$ cat src/rtl/iob_regfile_arb_pkg.sv
// rtl/iob_regfile_arb_pkg.sv - shared state encodings and grant-index width for the register-file arbiter
package iob_regfile_arb_pkg;

  // Largest supported requester count; sets the width of every grant index.
  localparam int MAX_REQ     = 8;
  localparam int GRANT_IDX_W = $clog2(MAX_REQ);

  typedef enum logic [0:0] {
    ST_IDLE  = 1'b0,
    ST_CLEAR = 1'b1
  } arb_state_e;

endpackage

$ cat src/rtl/iob_rr_arbiter.sv
// rtl/iob_rr_arbiter.sv - combinational round-robin grant starting after the last winner
module iob_rr_arbiter
  import iob_regfile_arb_pkg::*;
#(
  parameter int N_REQ = 2
) (
  input  logic [N_REQ-1:0]       req_i,
  input  logic [GRANT_IDX_W-1:0] last_grant_i,
  output logic [N_REQ-1:0]       grant_o,
  output logic [GRANT_IDX_W-1:0] grant_idx_o,
  output logic                   grant_valid_o
);

  logic [2*N_REQ-1:0] req_dbl;
  logic [N_REQ-1:0]   req_rot;
  int                 shamt;
  int                 sum;

  // Rotate requests so bit 0 is the requester after last_grant, then take the lowest set bit.
  always_comb begin
    grant_o       = '0;
    grant_idx_o   = '0;
    grant_valid_o = 1'b0;
    sum           = 0;
    shamt         = int'(last_grant_i) + 1;
    req_dbl       = {req_i, req_i} >> shamt;
    req_rot       = req_dbl[N_REQ-1:0];
    for (int j = 0; j < N_REQ; j++) begin
      if (!grant_valid_o && req_rot[j]) begin
        grant_valid_o = 1'b1;
        sum           = int'(last_grant_i) + 1 + j;
        if (sum >= N_REQ) begin
          sum = sum - N_REQ;
        end
        grant_idx_o = GRANT_IDX_W'(sum);
        grant_o     = N_REQ'(1) << grant_idx_o;
      end
    end
  end

endmodule

$ cat src/rtl/iob_regfile_arbiter.sv
// rtl/iob_regfile_arbiter.sv - round-robin register-file arbiter; clear sequencer under IOB_REGFILE_ARB_CLR_EN
module iob_regfile_arbiter
  import iob_regfile_arb_pkg::*;
#(
  parameter int N_REQ      = 2,
  parameter int NUM_COL    = 4,
  parameter int COL_WIDTH  = 8,
  parameter int ADDR_WIDTH = 10,
  parameter int DATA_WIDTH = NUM_COL * COL_WIDTH
) (
  input  logic                          clk,
  input  logic                          rst,
  input  logic [N_REQ-1:0]              req_valid,
  input  logic [N_REQ*ADDR_WIDTH-1:0]   req_addr,
  input  logic [N_REQ*DATA_WIDTH-1:0]   req_wdata,
  input  logic [N_REQ*NUM_COL-1:0]      req_wstrb,
  output logic [N_REQ-1:0]              req_ready,
  output logic [N_REQ-1:0]              resp_valid,
  output logic [DATA_WIDTH-1:0]         resp_rdata,
  output logic [ADDR_WIDTH-1:0]         rf_addr,
  output logic [DATA_WIDTH-1:0]         rf_wdata,
  output logic [NUM_COL-1:0]            rf_en,
  input  logic [DATA_WIDTH-1:0]         rf_rdata,
  input  logic                          clr,
  output logic                          clr_done,
  output logic                          busy
);

  logic [N_REQ-1:0]       grant_vec;
  logic [GRANT_IDX_W-1:0] grant_idx;
  logic                   grant_any;
  logic                   grant_en;
  logic                   accept;
  logic                   clearing;
  logic [ADDR_WIDTH-1:0]  clr_addr;
  logic [GRANT_IDX_W-1:0] last_grant_q;
  logic [N_REQ-1:0]       resp_valid_q;
  logic [DATA_WIDTH-1:0]  resp_rdata_q;

`ifdef IOB_REGFILE_ARB_CLR_EN
  localparam logic [ADDR_WIDTH-1:0] CLR_LAST = '1;

  arb_state_e            state_q;
  logic [ADDR_WIDTH-1:0] clr_cnt_q;
  logic                  clr_done_q;
  logic                  busy_q;

  // Clear sequencer: walk every address once, flag the final write with clr_done.
  always_ff @(posedge clk) begin
    if (rst) begin
      state_q    <= ST_IDLE;
      clr_cnt_q  <= '0;
      clr_done_q <= 1'b0;
      busy_q     <= 1'b0;
    end else begin
      case (state_q)
        ST_IDLE: begin
          if (clr) begin
            state_q    <= ST_CLEAR;
            clr_cnt_q  <= '0;
            busy_q     <= 1'b1;
            clr_done_q <= 1'b0;
          end
        end
        ST_CLEAR: begin
          clr_cnt_q <= clr_cnt_q + 1'b1;
          if (clr_cnt_q == CLR_LAST) begin
            state_q    <= ST_IDLE;
            busy_q     <= 1'b0;
            clr_done_q <= 1'b0;
          end else begin
            clr_done_q <= ((clr_cnt_q + 1'b1) == CLR_LAST);
          end
        end
        default: state_q <= ST_IDLE;
      endcase
    end
  end

  // A clr request in IDLE wins over any pending request that cycle.
  assign grant_en = (state_q == ST_IDLE) && !clr;
  assign clearing = (state_q == ST_CLEAR);
  assign clr_addr = clr_cnt_q;
  assign clr_done = clr_done_q;
  assign busy     = busy_q;
`else
  logic unused_clr;
  assign unused_clr = clr;
  assign grant_en   = 1'b1;
  assign clearing   = 1'b0;
  assign clr_addr   = '0;
  assign clr_done   = 1'b0;
  assign busy       = 1'b0;
`endif

  iob_rr_arbiter #(
    .N_REQ (N_REQ)
  ) u_rr (
    .req_i         (req_valid),
    .last_grant_i  (last_grant_q),
    .grant_o       (grant_vec),
    .grant_idx_o   (grant_idx),
    .grant_valid_o (grant_any)
  );

  assign accept    = grant_any && grant_en;
  assign req_ready = grant_en ? grant_vec : '0;

  // Register-file port: clear pattern, granted requester, or idle with no enables.
  always_comb begin
    rf_addr  = '0;
    rf_wdata = '0;
    rf_en    = '0;
    if (clearing) begin
      rf_addr  = clr_addr;
      rf_wdata = '0;
      rf_en    = '1;
    end else if (accept) begin
      for (int i = 0; i < N_REQ; i++) begin
        if (grant_vec[i]) begin
          rf_addr  = req_addr[i*ADDR_WIDTH +: ADDR_WIDTH];
          rf_wdata = req_wdata[i*DATA_WIDTH +: DATA_WIDTH];
          rf_en    = req_wstrb[i*NUM_COL +: NUM_COL];
        end
      end
    end
  end

  // Response stage: capture pre-write read data on accept, hold it otherwise.
  always_ff @(posedge clk) begin
    if (rst) begin
      resp_valid_q <= '0;
      resp_rdata_q <= '0;
    end else begin
      resp_valid_q <= req_ready;
      if (accept) begin
        resp_rdata_q <= rf_rdata;
      end
    end
  end

  // Round-robin pointer: reset so requester 0 wins first, move only on a grant.
  always_ff @(posedge clk) begin
    if (rst) begin
      last_grant_q <= GRANT_IDX_W'(N_REQ - 1);
    end else if (accept) begin
      last_grant_q <= grant_idx;
    end
  end

  assign resp_valid = resp_valid_q;
  assign resp_rdata = resp_rdata_q;

endmodule
$ cat config.mk
export PLATFORM = sky130hd
export DESIGN_NAME = iob_regfile_arbiter
export DESIGN_NICKNAME = d
export VERILOG_FILES = /design/src/rtl/iob_regfile_arb_pkg.sv /design/src/rtl/iob_rr_arbiter.sv /design/src/rtl/iob_regfile_arbiter.sv
export SDC_FILE = /design/constraint.sdc
export NUM_CORES = 1
export LEC_CHECK = 0
export CAP_MARGIN = 5
export CORE_UTILIZATION = 33
export DETAILED_ROUTE_END_ITERATION = 12
export HOLD_SLACK_MARGIN = 0.08
export PLACE_DENSITY = 0.87
export SLEW_MARGIN = 20
export SYNTH_ARGS = -nofsm -noshare
export SYNTH_HDL_FRONTEND = slang
export SYNTH_SLANG_ARGS = --single-unit
$ cat constraint.sdc
create_clock -name clk -period 4.5 [get_ports clk]
set_input_delay 1.35 -clock clk [delete_from_list [all_inputs] [get_ports clk]]
set_output_delay 1.35 -clock clk [all_outputs]
set_load 0.03 [all_outputs]
==> results of run 1 <==
==> final timing paths <==
check	end	slack, ns	start	cells after the start
max	rf_wdata[9]	0.08	req_valid[1]	8
min	resp_rdata[9]	0.45	resp_rdata[9]	2
max reg2reg	resp_valid[0]	2.24	last_grant_q[1]	8
min reg2reg	resp_rdata[9]	0.45	resp_rdata[9]	2
==> kinds of logic after synthesis <==
| family | Yosys count | synth area share, % |
|---|---|---|
| adders and majority gates | 6 | 2.90 |
| buffers and inverters | 128 | 20.1 |
| DFF | 37 | 28.6 |
| other | 1 | 0.145 |
| and+or+nand+nor | 83 | 13.1 |
| AOI/OAI and AO/OA | 97 | 33.2 |
| muxes | 1 | 0.435 |
| xor gates and xnor gates | 3 | 1.60 |
==> per-layer routing <==
layer | track usage, % | share of wire [%] | wire [µm] | vias up
li1 | - | - | - | 1570
met3 | 6.40 | 6.4 | 629 | 18
met1 | 24.7 | 39 | 3810 | 1468
met2 | 45.8 | 53 | 5220 | 131
met4 | 6.18 | 1.9 | 189 | 0
met5 | 0 | 0 | 0 | -
==> power by group through the flow <==
stage	registers [mW]	clock network [mW]	logic, mW
after floorplan	0.580	0	1.25
after global placement	0.465	0	2.12
after detailed placement	0.473	0	2.17
after CTS	0.467	0.226	2.35
after global routing	0.482	0.240	2.50
final	0.472	0.217	2.36
==> critical path, delay by kind of cell <==
family,cells,cell delay (ns)
buffers and inverters,4,0.88
AND/OR/NAND/NOR,2,0.59
AO/OA/AOI/OAI,2,0.24
==> stage by stage <==
| stage | std cells | setup WS, ns | utilization, % | cell area [µm²] |
|---|---|---|---|---|
| floorplan | 357 | 0.288 | - | 2590 |
| global placement | 648 | -0.0435 | 63.8 | 4730 |
| detailed placement | 648 | -0.0714 | 63.8 | 4730 |
| CTS | 660 | 0.00831 | 67.0 | 4960 |
| global route | 660 | 0.0197 | 67.2 | 4980 |
| finish | 660 | 0.0836 | 67.2 | 4980 |
==> cell type report <==
| cell class | count | area share [%] |
|---|---|---|
| multi-input cells | 192 | 27.6 |
| well taps | 99 | 2.49 |
| repair buffers | 227 | 45.9 |
| clock buffers | 6 | 1.46 |
| clock inverters | 1 | 0.176 |
| inverters | 98 | 7.39 |
| flip-flops and latches | 37 | 15.0 |
==> state kept, by name, summed over array words and instances, names as in the netlist <==
register      cells
resp_rdata       32
resp_valid        2
last_grant_q      3
==> what timing repair did <==
item	in CTS	in global routing
endpoints found under the setup margin	46	45
hold endpoints to repair	0	0
pin swaps	3	2
setup buffers	2	0
resized for setup	10	5
cloned	3	0
==> cells in the final DEF, fill, tap and decap left out, types with 2 or more instances in the layout <==
cell type	n
conb_1	2
nand2_1	66
inv_1	98
o32ai_2	22
dlygate4sd2_1	2
a21oi_1	37
bufbuf_16	2
buf_4	52
buf_6	3
ha_1	6
o32ai_1	24
dfxtp_1	35
clkdlybuf4s50_1	159
clkbuf_8	5
xor2_1	2
o21bai_1	2
nand3b_1	2
buf_12	8
nor3_1	3
nor2_1	5
o311ai_0	2
==> impl_metrics.yaml, run 1 <==
setup_path:
  crit_path_cell_trace: "dlygate4sd2_1 -> or3b_4 -> nor3_4 -> a22oi_2 -> buf_6 -> bufbuf_16 -> o32ai_2 -> buf_4"
  critPathKind: "in2out"
  start_kind: "primary input"
  worstPathRequired_ns: 3.15
  critPathSlowestCell: "or3b_4"
  arrival_ns: 3.07
  cpPeakStageDelay_ns: 0.40
  crit_fanout: 7
  cp-end-kind: "output port"
placement:
  dp_hpwl_um: 7330
  io_buffers: 209
  gp_congestion: 0.829
floorplan:
  die_height_um: 90.6
  initial_utilization_pct: 34.9
  core_area_um2: 7410
  rows: 31
  die_w_um: 90.6
  io_pins: 213
  die_area_um2: 8200
run_status:
  status: "finished clean"
clocking:
  insertion_delay_ns: 0.28
  cts_tree: "yes"
  htreeDepth: 2
  cts_sinks: 37
  cts_root_buf: "clkbuf_8"
  cts_buffers: 5
  clock_path_buffers: 2
  clk_transition_reported_paths_ns: 0.06
  hold_buffers: 0
sta:
  rsz0062_at_grt: "no"
  relSlewSlack_pct: 34.7
  tightest_slew_ns: 0.980
  holdWs_ns: 0.452
  fin_skew_ns: 0.0131
  hold_violations: 0
  finalSetupTns_ns: 0
  fmax_ghz: 0.226
  min_period_over_period_pct: 98.1
  setup_violations: 0
  drv_slew: 0
  timing.final.crit_period_ns: 4.42
synth:
  yosysSeqAreaShare_pct: 28.6
  syn_area_um2: 2590
  synth_area_leaders: "dfxtp_1, inv_1, o32ai_2"
  netlist_instances: 356
  synthTopCellsByCount: "inv_1, nand2_1, a21oi_1"
  ys_types: 34
  synth.top_cell.area_share_pct: 28.6
  syn_area_per_cell_um2: 7.27
  yosys_warnings: 0
  synth_edf_count: 0
  synth_top_cell_by_area: "dfxtp_1"
  synthMostInstantiatedCell: "inv_1"
  ys.flop_type: "dfxtp_1"
  synth-seq-cells: 37
  synthArstFlopShare_pct: 0
power:
  internal-power_mw: 1.53
  p_switching_mw: 1.51
  p_leak_nw: 2.32
  p_clk_share_pct: 7.1
  power.density_nw_per_um2: 612
  ir_drop_mv: 0.358
  switching_share_pct: 49.7
  combPwrFrac_pct: 77.4
  power_frac_seq_pct: 15.5
  total_power_mw: 3.05
global_routing:
  grt_pass1_wl_um: 15900
  grt_max_degree: 33
  grt_use_total_pct: 23.6
  grt_pass1_vias: 3298
  antenna_found_initial: 0
  overflow: 0
final_layout:
  syn_to_final_growth_pct: 92.4
  final_layout_size_suffix_gt1_share_pct: 18.7
  seqCellArea_um2: 746
  diodes: 0
  nNetsFinal: 696
  fillers: 590
  multiInputGateArea_um2: 1370
worst_hold_path:
  hold_path.class: "reg2reg"
routing:
  wire_per_inst_um: 14.9
  firstDrtPassIters: 4
  wl_um: 9850
  viasPerCell: 4.83
  drtIter0Drc: 123
  drc_errors: 0
  drt.antenna.violating_nets: 0
  dr_total_vias: 3187
job:
  maxCapViolCount: 0
Power figures use the tool's default switching activity.
==> run 2, diff against run 1 <==
--- a/config.mk
+++ b/config.mk
@@ -5,11 +5,12 @@
 export SDC_FILE = /design/constraint.sdc
 export NUM_CORES = 1
 export LEC_CHECK = 0
+export ABC_AREA = 1
 export CAP_MARGIN = 5
-export CORE_UTILIZATION = 33
+export CORE_UTILIZATION = 30
 export DETAILED_ROUTE_END_ITERATION = 12
 export HOLD_SLACK_MARGIN = 0.08
-export PLACE_DENSITY = 0.87
+export PLACE_DENSITY = 0.86
 export SLEW_MARGIN = 20
 export SYNTH_ARGS = -nofsm -noshare
 export SYNTH_HDL_FRONTEND = slang
==> impl_metrics.yaml, run 2 <==
run_status:
  status: "finished clean"
final_layout:
  layout_commonest_cell: "nand2_1"
  final_cell_mix: "nand2_1, clkdlybuf4s50_1, nor2_1, buf_4, dfxtp_1"
  nNetsFinal: 706
  syn_to_final_growth_pct: 98.7
  diodes: 0
  final_layout_size_suffix_gt1_share_pct: 12.4
  fillers: 618
  seqCellArea_um2: 741
  multiInputGateArea_um2: 1260
  final_area_um2: 4370
  largest_reg_flops: 32
setup_path:
  start_kind: "primary input"
  cpPeakStageDelay_ns: 0.50
  reg2reg_slack_ns: 2.21
  cp-end-kind: "output port"
  worstPathBufferInverterCount: 4
  timing.critical_path.mode_cell: "nand2_1"
  critPathTopFamily: "buffers and inverters"
  crit_fanout: 24
  crit-reg2reg-capture: "resp_rdata[12]"
  worstPathRequired_ns: 3.15
  arrival_ns: 3.03
  critPathSlowestCell: "clkdlybuf4s50_1"
  critPathKind: "in2out"
  rr_worst_depth: 10
  timing.rr.start: "last_grant_q[0]"
  crit_path_cell_trace: "clkdlybuf4s50_1 -> inv_1 -> nand2_1 -> nand3_2 -> nor3_2 -> nand2_1 -> nand2_4 -> buf_12 -> nand2_1 -> nand2_1 -> buf_4"
synth:
  synthMostInstantiatedCell: "nand2_1"
  synthTopCellsByCount: "nand2_1, nor2_1, dfxtp_1"
  synth_top_cell_by_area: "dfxtp_1"
  netlist_instances: 371
  yosys_warnings: 0
  syn_area_per_cell_um2: 5.93
  synth.top_cell.area_share_pct: 33.7
  ys.flop_type: "dfxtp_1"
  synth-seq-cells: 37
  synthArstFlopShare_pct: 0
  yosysSeqAreaShare_pct: 33.7
  synth_edf_count: 0
  syn_area_um2: 2200
  ys_types: 22
  synth_area_leaders: "dfxtp_1, nand2_1, nor2_1"
worst_hold_path:
  min_path_cells: 2
  hold_path.class: "reg2reg"
  min_from: "resp_rdata[6]"
  hold-path-endpoint: "resp_rdata[6]"
global_routing:
  overflow: 0
  grt_pass1_vias: 2779
  antenna_found_initial: 0
  grt_use_total_pct: 20.9
  grt_max_degree: 48
  grt_pass1_wl_um: 12700
clocking:
  cts_buffers: 5
  htreeDepth: 2
  cts_sinks: 37
  clock_path_buffers: 2
  hold_buffers: 0
  cts_setup_buffers: 0
  clk_transition_reported_paths_ns: 0.07
  cts_resized: 0
  insertion_delay_ns: 0.29
  cts_tree: "yes"
  cts_root_buf: "clkbuf_8"
floorplan:
  initial_utilization_pct: 31.7
  io_pins: 213
  die_area_um2: 7680
  die_height_um: 87.7
  die_w_um: 87.7
  rows: 30
  core_area_um2: 6940
sta:
  rsz0062_at_grt: "no"
  timing.final.crit_period_ns: 4.38
  fin_skew_ns: 0.00585
  setup_violations: 0
  min_period_over_period_pct: 97.3
  tightest_slew_ns: 0.951
  fmax_ghz: 0.228
  drv_slew: 0
  relSlewSlack_pct: 36.5
  fin_ws_ns: 0.120
  finalSetupTns_ns: 0
  hold_violations: 0
routing:
  dr_total_vias: 3051
  drc_errors: 0
  drt.antenna.violating_nets: 0
  wire_per_inst_um: 13.5
  firstDrtPassIters: 4
  viasPerCell: 4.57
  wl_um: 9020
  drtIter0Drc: 78
placement:
  dpl_cell_area_um2: 4200
  dp_hpwl_um: 6600
  io_buffers: 209
  pre_cts_ws_ns: 0.111
  gp_congestion: 0.910
power:
  internal-power_mw: 1.49
  switching_share_pct: 53.3
  p_leak_nw: 2.09
  p_switching_mw: 1.70
  ir_drop_mv: 0.460
  power_frac_seq_pct: 16.2
  combPwrFrac_pct: 75.8
  power.density_nw_per_um2: 728
  p_clk_share_pct: 8.0
job:
  maxCapViolCount: 0
## run 2: worst max path at each step
stage	start	end	slack, ns	cells after the start
global placement	req_valid[1]	rf_addr[3]	0.15	11
finish	req_valid[1]	rf_wdata[7]	0.12	11
floorplan	req_valid[0]	rf_en[0]	0.69	10
global route	req_valid[1]	rf_wdata[13]	0.02	11
CTS	req_valid[1]	rf_wdata[7]	0.11	11
detailed placement	req_valid[1]	rf_wdata[7]	0.11	11
## run 2: cell type report
cell class / instances / area share (%)
clock inverter: 1 / 0.114
multi-input combinational: 296 / 28.9
inverter: 17 / 1.46
sequential: 37 / 16.9
tap: 96 / 2.75
timing repair buffer: 214 / 47.6
clock buffer: 7 / 2.20
## run 2: power groups by stage
stage / clock network (mW) / registers (mW) / logic (mW)
floorplan: 0 / 0.720 / 1.27
global placement: 0 / 0.515 / 2.30
detailed placement: 0 / 0.520 / 2.32
CTS: 0.262 / 0.517 / 2.34
global route: 0.274 / 0.534 / 2.59
finish: 0.255 / 0.516 / 2.41
## run 2: cells by family after synthesis
| kind of cell | after synthesis | synth area share [%] |
|---|---|---|
| fa+ha+maj | 6 | 3.41 |
| other cells | 1 | 0.170 |
| compound gates | 38 | 8.75 |
| buf+inv | 39 | 9.83 |
| simple gates | 250 | 44.2 |
| flops | 37 | 33.7 |
## run 2: layer usage
layer,vias to the layer above,wire length [µm],track usage (%)
li1,1526,-,-
met1,1364,3440,22.9
met2,146,4340,37.1
met3,15,1100,8.39
met4,0,145,6.41
met5,-,0,0
## run 2: per-stage QoR
step | hold WS [ns] | cells | total power, mW | utilization [%]
2_1_floorplan | 0.599 | 372 | 1.99 | -
3_3_place_gp | 0.491 | 658 | 2.81 | 60.5
3_5_place_dp | 0.498 | 658 | 2.84 | 60.5
4_1_cts | 0.517 | 666 | 3.11 | 62.0
5_1_grt | 0.559 | 668 | 3.40 | 63.0
6_report | 0.517 | 668 | 3.18 | 63.0
## run 2: tightest hold or removal path, delay by kind of cell, from the launching register on
family          cells  cell delay [ns]
flops               1             0.33
compound gates      1             0.08
simple gates        1             0.07
==> run 3, diff against run 2 <==
--- a/config.mk
+++ b/config.mk
@@ -9,9 +9,11 @@
 export CAP_MARGIN = 5
 export CORE_UTILIZATION = 30
 export DETAILED_ROUTE_END_ITERATION = 12
+export GPL_ROUTABILITY_DRIVEN = 0
 export HOLD_SLACK_MARGIN = 0.08
 export PLACE_DENSITY = 0.86
 export SLEW_MARGIN = 20
 export SYNTH_ARGS = -nofsm -noshare
 export SYNTH_HDL_FRONTEND = slang
 export SYNTH_SLANG_ARGS = --single-unit
+export TNS_END_PERCENT = 30
==> results of run 3 <==
The final DEF is identical to that of run 2; final timing and power are the same.
